[src/rtl/disp7seg_scan_if.sv]
// Signal bundle between the display-driving logic (master) and the
// seven-segment scanner (slave). Names are from the scanner's point of view.
interface disp7seg_scan_if #(
  parameter int unsigned NUM_DIGITS = 8,
  parameter int unsigned BRIGHT_W   = 4
);
  logic [4*NUM_DIGITS-1:0] i_digits;
  logic [NUM_DIGITS-1:0]   i_dp_en;
  logic [NUM_DIGITS-1:0]   i_blank;
  logic [NUM_DIGITS-1:0]   i_glyph_en;
  logic [7*NUM_DIGITS-1:0] i_glyph;
  logic                    i_lz_en;
  logic [BRIGHT_W-1:0]     i_brightness;
  logic [7:0]              o_seg;
  logic [NUM_DIGITS-1:0]   o_an;
  logic                    o_frame_start;

  modport master (
    output i_digits, i_dp_en, i_blank, i_glyph_en, i_glyph, i_lz_en, i_brightness,
    input  o_seg, o_an, o_frame_start
  );

  modport slave (
    input  i_digits, i_dp_en, i_blank, i_glyph_en, i_glyph, i_lz_en, i_brightness,
    output o_seg, o_an, o_frame_start
  );
endinterface

[src/rtl/disp7seg_scan.sv]
// Time-multiplexed seven-segment scanner: NUM_DIGITS hex digits on one shared
// active-low segment bus, with blanking, glyphs, zero suppression and PWM dimming.
module disp7seg_scan #(
  parameter int unsigned NUM_DIGITS = 8,
  parameter int unsigned DIV        = 2500,
  parameter int unsigned BRIGHT_W   = 4
) (
  input logic            clk,
  input logic            rst_n,
  disp7seg_scan_if.slave bus
);
  localparam int unsigned PW = $clog2(DIV);
  localparam int unsigned IW = $clog2(NUM_DIGITS);

  logic [PW-1:0]         r_presc;
  logic [IW-1:0]         r_idx;
  logic [BRIGHT_W-1:0]   r_pwm;
  logic [7:0]            r_seg;
  logic [NUM_DIGITS-1:0] r_an;
  logic                  r_frame_start;

  logic                  w_tick;
  logic                  w_last;
  logic                  w_run;
  logic [NUM_DIGITS-1:0] w_supp;
  logic [3:0]            w_nib;
  logic [6:0]            w_glyph;
  logic                  w_glyph_en;
  logic                  w_dp;
  logic                  w_blank;
  logic                  w_sup_cur;
  logic                  w_vis;
  logic [6:0]            w_segs;

  function automatic logic [6:0] hex7(input logic [3:0] v);
    case (v)
      4'h0: hex7 = 7'h40;  4'h1: hex7 = 7'h79;  4'h2: hex7 = 7'h24;  4'h3: hex7 = 7'h30;
      4'h4: hex7 = 7'h19;  4'h5: hex7 = 7'h12;  4'h6: hex7 = 7'h02;  4'h7: hex7 = 7'h78;
      4'h8: hex7 = 7'h00;  4'h9: hex7 = 7'h10;  4'hA: hex7 = 7'h08;  4'hB: hex7 = 7'h03;
      4'hC: hex7 = 7'h46;  4'hD: hex7 = 7'h21;  4'hE: hex7 = 7'h06;  default: hex7 = 7'h0E;
    endcase
  endfunction

  assign w_tick = (r_presc == PW'(DIV - 1));
  assign w_last = (r_idx == IW'(NUM_DIGITS - 1));

  // Suppression walks from the most significant digit down; the run of
  // plain zeros breaks at the first non-zero value or glyph digit.
  always_comb begin
    w_run  = 1'b1;
    w_supp = '0;
    for (int unsigned k = 0; k < NUM_DIGITS; k++) begin
      w_run = w_run && (bus.i_digits[4*(NUM_DIGITS-1-k) +: 4] == 4'h0)
                    && !bus.i_glyph_en[NUM_DIGITS-1-k];
      w_supp[NUM_DIGITS-1-k] = bus.i_lz_en && w_run && (k != NUM_DIGITS - 1);
    end
  end

  always_comb begin
    w_nib      = '0;
    w_glyph    = '1;
    w_glyph_en = 1'b0;
    w_dp       = 1'b0;
    w_blank    = 1'b0;
    w_sup_cur  = 1'b0;
    for (int unsigned k = 0; k < NUM_DIGITS; k++) begin
      if (r_idx == IW'(k)) begin
        w_nib      = bus.i_digits[4*k +: 4];
        w_glyph    = bus.i_glyph[7*k +: 7];
        w_glyph_en = bus.i_glyph_en[k];
        w_dp       = bus.i_dp_en[k];
        w_blank    = bus.i_blank[k];
        w_sup_cur  = w_supp[k];
      end
    end
  end

  assign w_segs = w_glyph_en ? w_glyph : hex7(w_nib);
  // presc==0 is the dead cycle that separates adjacent digits.
  assign w_vis  = !w_blank && !w_sup_cur && (r_pwm < bus.i_brightness) && (r_presc != '0);

  always_ff @(posedge clk or negedge rst_n) begin
    if (!rst_n) begin
      r_presc       <= '0;
      r_idx         <= '0;
      r_pwm         <= '0;
      r_seg         <= '1;
      r_an          <= '1;
      r_frame_start <= 1'b0;
    end else begin
      r_presc       <= w_tick ? '0 : r_presc + PW'(1);
      if (w_tick) r_idx <= w_last ? '0 : r_idx + IW'(1);
      r_pwm         <= r_pwm + BRIGHT_W'(1);
      r_frame_start <= w_tick && w_last;
      r_an          <= w_vis ? ~(NUM_DIGITS'(1) << r_idx) : '1;
      r_seg         <= w_vis ? {~w_dp, w_segs} : '1;
    end
  end

  assign bus.o_seg         = r_seg;
  assign bus.o_an          = r_an;
  assign bus.o_frame_start = r_frame_start;
endmodule

[src/flat_wrapper.sv]
// flat-port wrapper written by rule: the top's interface ports become plain ports
module disp7seg_scan_flat 
#(
  parameter int unsigned NUM_DIGITS = 8,
  parameter int unsigned DIV        = 2500,
  parameter int unsigned BRIGHT_W   = 4
)
  (clk, rst_n, bus_i_digits, bus_i_dp_en, bus_i_blank, bus_i_glyph_en, bus_i_glyph, bus_i_lz_en, bus_i_brightness, bus_o_seg, bus_o_an, bus_o_frame_start);
  disp7seg_scan_if #(.NUM_DIGITS(NUM_DIGITS), .BRIGHT_W(BRIGHT_W)) bus_i ();
  input logic clk;
  input logic rst_n;
  input wire logic [$bits(bus_i.i_digits)-1:0] bus_i_digits;
  input wire logic [$bits(bus_i.i_dp_en)-1:0] bus_i_dp_en;
  input wire logic [$bits(bus_i.i_blank)-1:0] bus_i_blank;
  input wire logic [$bits(bus_i.i_glyph_en)-1:0] bus_i_glyph_en;
  input wire logic [$bits(bus_i.i_glyph)-1:0] bus_i_glyph;
  input wire logic [$bits(bus_i.i_lz_en)-1:0] bus_i_lz_en;
  input wire logic [$bits(bus_i.i_brightness)-1:0] bus_i_brightness;
  output wire logic [$bits(bus_i.o_seg)-1:0] bus_o_seg;
  output wire logic [$bits(bus_i.o_an)-1:0] bus_o_an;
  output wire logic [$bits(bus_i.o_frame_start)-1:0] bus_o_frame_start;
  assign bus_i.i_digits = bus_i_digits;
  assign bus_i.i_dp_en = bus_i_dp_en;
  assign bus_i.i_blank = bus_i_blank;
  assign bus_i.i_glyph_en = bus_i_glyph_en;
  assign bus_i.i_glyph = bus_i_glyph;
  assign bus_i.i_lz_en = bus_i_lz_en;
  assign bus_i.i_brightness = bus_i_brightness;
  assign bus_o_seg = bus_i.o_seg;
  assign bus_o_an = bus_i.o_an;
  assign bus_o_frame_start = bus_i.o_frame_start;
  disp7seg_scan #(.NUM_DIGITS(NUM_DIGITS), .DIV(DIV), .BRIGHT_W(BRIGHT_W)) u_core (.clk(clk), .rst_n(rst_n), .bus(bus_i));
endmodule
[config.mk]
export PLATFORM = sky130hd
export DESIGN_NAME = disp7seg_scan_flat
export DESIGN_NICKNAME = d
export VERILOG_FILES = /design/src/rtl/disp7seg_scan_if.sv /design/src/rtl/disp7seg_scan.sv /design/src/flat_wrapper.sv
export SDC_FILE = /design/constraint.sdc
export NUM_CORES = 1
export LEC_CHECK = 0
export CAP_MARGIN = 20
export CORE_ASPECT_RATIO = 1.4
export CORE_UTILIZATION = 35
export DETAILED_ROUTE_END_ITERATION = 8
export PLACE_DENSITY = 0.69
export SLEW_MARGIN = 20
export SYNTH_ARGS = -nofsm -noshare
export SYNTH_HDL_FRONTEND = slang
export SYNTH_SLANG_ARGS = --single-unit
[constraint.sdc]
create_clock -name clk -period 3 [get_ports clk]
set_input_delay 0.45 -clock clk [delete_from_list [all_inputs] [get_ports clk]]
set_output_delay 0.45 -clock clk [all_outputs]
set_load 0.005 [all_outputs]
==> results.sh <==
export IMPL_reg2reg_depth=13
export IMPL_nets=674
export IMPL_die_area_um2=9300
export IMPL_cap_violations=0
export IMPL_avgSynthCellArea_um2=7.84
export IMPL_min_period_ns=2.76
export IMPL_syn_cell_area_um2=3120
export IMPL_worstHoldPathType="flop to flop"
export IMPL_synth_edf_count=0
export IMPL_status="completed"
export IMPL_firstDrtPassIters=4
export IMPL_hold_viol=0
export IMPL_drt_iter0_markers=180
export IMPL_yosys_area_top_type="dfrtp_1"
export IMPL_grt_pass1_vias=3690
export IMPL_io_pins=136
export IMPL_yosysWarnings=0
export IMPL_postSynthCellCount=398
export IMPL_syn_nets=535
export IMPL_overflow=0
export IMPL_dieHeight_um=114
export IMPL_initial_core_util=0.362
export IMPL_timing_final_crit_share=0.920
export IMPL_fin_tns_setup_ns=0
export IMPL_viasPerCell=5.65
export IMPL_synth_top_area_frac=0.160
export IMPL_cp_end_kind="flop"
export IMPL_fp_dieW_um=81.8
export IMPL_setup_viol=0
export IMPL_antenna_found_initial=0
export IMPL_yosys_top_cells_count="a21oi_1, nand2_1, nor2_1"
export IMPL_worst_pin_slew_ns=0.500
export IMPL_grt_pass1_wl_um=18000
export IMPL_numPortBuffers=135
export IMPL_drive_above_1_share=0.113
export IMPL_cts_hold_buf=0
export IMPL_wl_per_cell_um=18.0
export IMPL_clock_skew_ns=0.00615
export IMPL_clk_latency_ns=0.28
export IMPL_clock_sinks=36
export IMPL_synth_mux_area_frac=0.0160
export IMPL_ant_nets=0
export IMPL_cts_buffers=5
export IMPL_maxSlewViolCount=0
export IMPL_fin_area_um2=4810
export IMPL_core_um2=8610
export IMPL_drc_errors=0
export IMPL_cts_root_buf="clkbuf_16"
export IMPL_grtUsageTotal=0.254
export IMPL_path_class="flop to flop"
export IMPL_cts_reportedPaths_clkPinSlew_ns=0.05
export IMPL_synthSimpleGateAreaFrac=0.219
export IMPL_cts_max_path_buffers=2
export IMPL_htree_levels=2
export IMPL_arrival_ns=2.95
export IMPL_syn2layout_area_growth_pct=54.3
export IMPL_cp_start_kind="flop"
export IMPL_whs_path_depth=1
export IMPL_hpwl_um=9190
export IMPL_num_vias=3630
export IMPL_grt_start_max_net_pins=37
export IMPL_cts_tree="done"
export IMPL_power_total_mw=1.29
export IMPL_fmax_mhz=362
export IMPL_yosysSeqAreaShare=0.295
export IMPL_antennaDiodeCount=0
export IMPL_synth_area_leaders="dfrtp_1, dfstp_2, ha_1, a21oi_1, nand2_1"
export IMPL_fin_ws_ns=0.241
export IMPL_preCtsSetupSlack_ns=-0.0432
export IMPL_synth_top_family_by_area="compound AO/OA/AOI/OAI gates"
export IMPL_placed_area_um2=4640
export IMPL_routed_wl_um=11600
export IMPL_power_density_nw_per_um2=268
export IMPL_critPathMaxFanout=26
export IMPL_synth_compound_area_frac=0.277
export IMPL_slew_headroom=0.666
export IMPL_synthArstFlopShare=1.00
export IMPL_ir_worst_vdd_uv=337
export IMPL_p_leak_nw=1.96
export IMPL_place_congestion=0.923
export IMPL_yosys_area_share_adder=0.0722
export IMPL_synth_xor_area_frac=0.0309
export IMPL_required_ns=3.19
export IMPL_synth_cell_types=57
export IMPL_yosys_register_bits=36
export IMPL_synth_flop_cell="dfrtp_1"
export IMPL_rows=40
-- kinds of logic after synthesis --
family | count (synthesis)
and+or+nand+nor | 135
AOI/OAI and AO/OA | 131
buffers and inverters | 62
DFF | 36
adders and majority gates | 18
xor gates and xnor gates | 11
muxes | 5
-- registers in the layout (all words and copies together) (netlist names) --
name / flops
u_core.bus.o_frame_start: 1
u_core.bus.o_seg: 8
u_core.bus.o_an: 8
u_core.r_idx: 3
u_core.r_pwm: 4
u_core.r_presc: 12
-- metal layers --
| metal | GRT usage | part of all wire | wire [µm] | up-vias |
|---|---|---|---|---|
| met5 | 0 | 0 | 0 | - |
| met1 | 0.298 | 0.38 | 4460 | 1727 |
| met3 | 0.0384 | 0.066 | 770 | 18 |
| met2 | 0.464 | 0.53 | 6170 | 165 |
| met4 | 0.0725 | 0.018 | 210 | 0 |
| li1 | - | - | - | 1720 |
-- per-stage QoR --
| stage | util | hold WS (ns) | cells |
|---|---|---|---|
| after global routing | 0.559 | 0.498 | 643 |
| after detailed placement | 0.539 | 0.473 | 634 |
| after CTS | 0.555 | 0.481 | 642 |
| after floorplan | - | 0.154 | 398 |
| after global placement | 0.539 | 0.459 | 634 |
| final | 0.559 | 0.484 | 643 |
-- power by group --
part | internal [mW] | leakage, nW | switching [mW]
combinational | 0.194 | 1.46 | 0.102
sequential | 0.502 | 0.430 | 0.00285
clock | 0.306 | 0.0679 | 0.182
total | 1.00 | 1.96 | 0.287
-- final cells by class --
class / instances / area, µm²
Clock buffer: 7 / 133
Clock inverter: 1 / 5.00
Fill cell: 820 / 3790
Inverter: 33 / 128
Multi-Input combinational cell: 300 / 1950
Sequential cell: 36 / 921
Tap cell: 105 / 131
Timing Repair Buffer: 161 / 1550
-- path summary, 6_finish.rpt --
check | start | end | slack (ns)
min reg2reg | u_core.r_pwm[0] | u_core.r_pwm[0] | 0.48
min | u_core.r_pwm[0] | u_core.r_pwm[0] | 0.48
max | u_core.r_idx[1] | u_core.bus.o_seg[3] | 0.24
max in group asynchronous | rst_n | u_core.bus.o_an[7] | 2.06
min in group asynchronous | rst_n | u_core.r_pwm[2] | 0.60
max reg2reg | u_core.r_idx[1] | u_core.bus.o_seg[3] | 0.24
-- critical path: stages (launching register included) --
cell	delay, ns
dfrtp_1	0.42
inv_1	0.12
ha_2	0.33
buf_4	0.32
a21oi_1	0.13
nor2_1	0.13
nor2_1	0.06
a21o_1	0.26
inv_1	0.11
ha_1	0.19
inv_1	0.08
nor3b_1	0.26
a211oi_1	0.08
o221ai_1	0.19
-- cells in the final DEF, fill, tap and decap left out, types with 5 or more instances in the layout --
| master | n |
|---|---|
| mux2i_1 | 5 |
| nor3_1 | 5 |
| a211oi_1 | 6 |
| dfstp_2 | 16 |
| nand3b_1 | 6 |
| o211ai_1 | 6 |
| xor2_1 | 5 |
| o21ai_0 | 25 |
| xnor2_1 | 6 |
| a21oi_1 | 35 |
| clkbuf_16 | 5 |
| or4_1 | 5 |
| nand3_1 | 15 |
| nor2_1 | 32 |
| buf_4 | 26 |
| and3_1 | 5 |
| o22ai_1 | 10 |
| clkdlybuf4s50_1 | 135 |
| o221ai_1 | 8 |
| nor4_1 | 6 |
| ha_1 | 15 |
| inv_1 | 29 |
| dfrtp_1 | 20 |
| nand2_1 | 35 |
-- repair_timing --
action / in CTS / in global routing
gates resized for setup: 0 / 7
buffers inserted: 0 / 1
hold endpoints to repair: 0 / 0
setup endpoints to repair: 0 / 11
(Power assumes the default switching activity.)
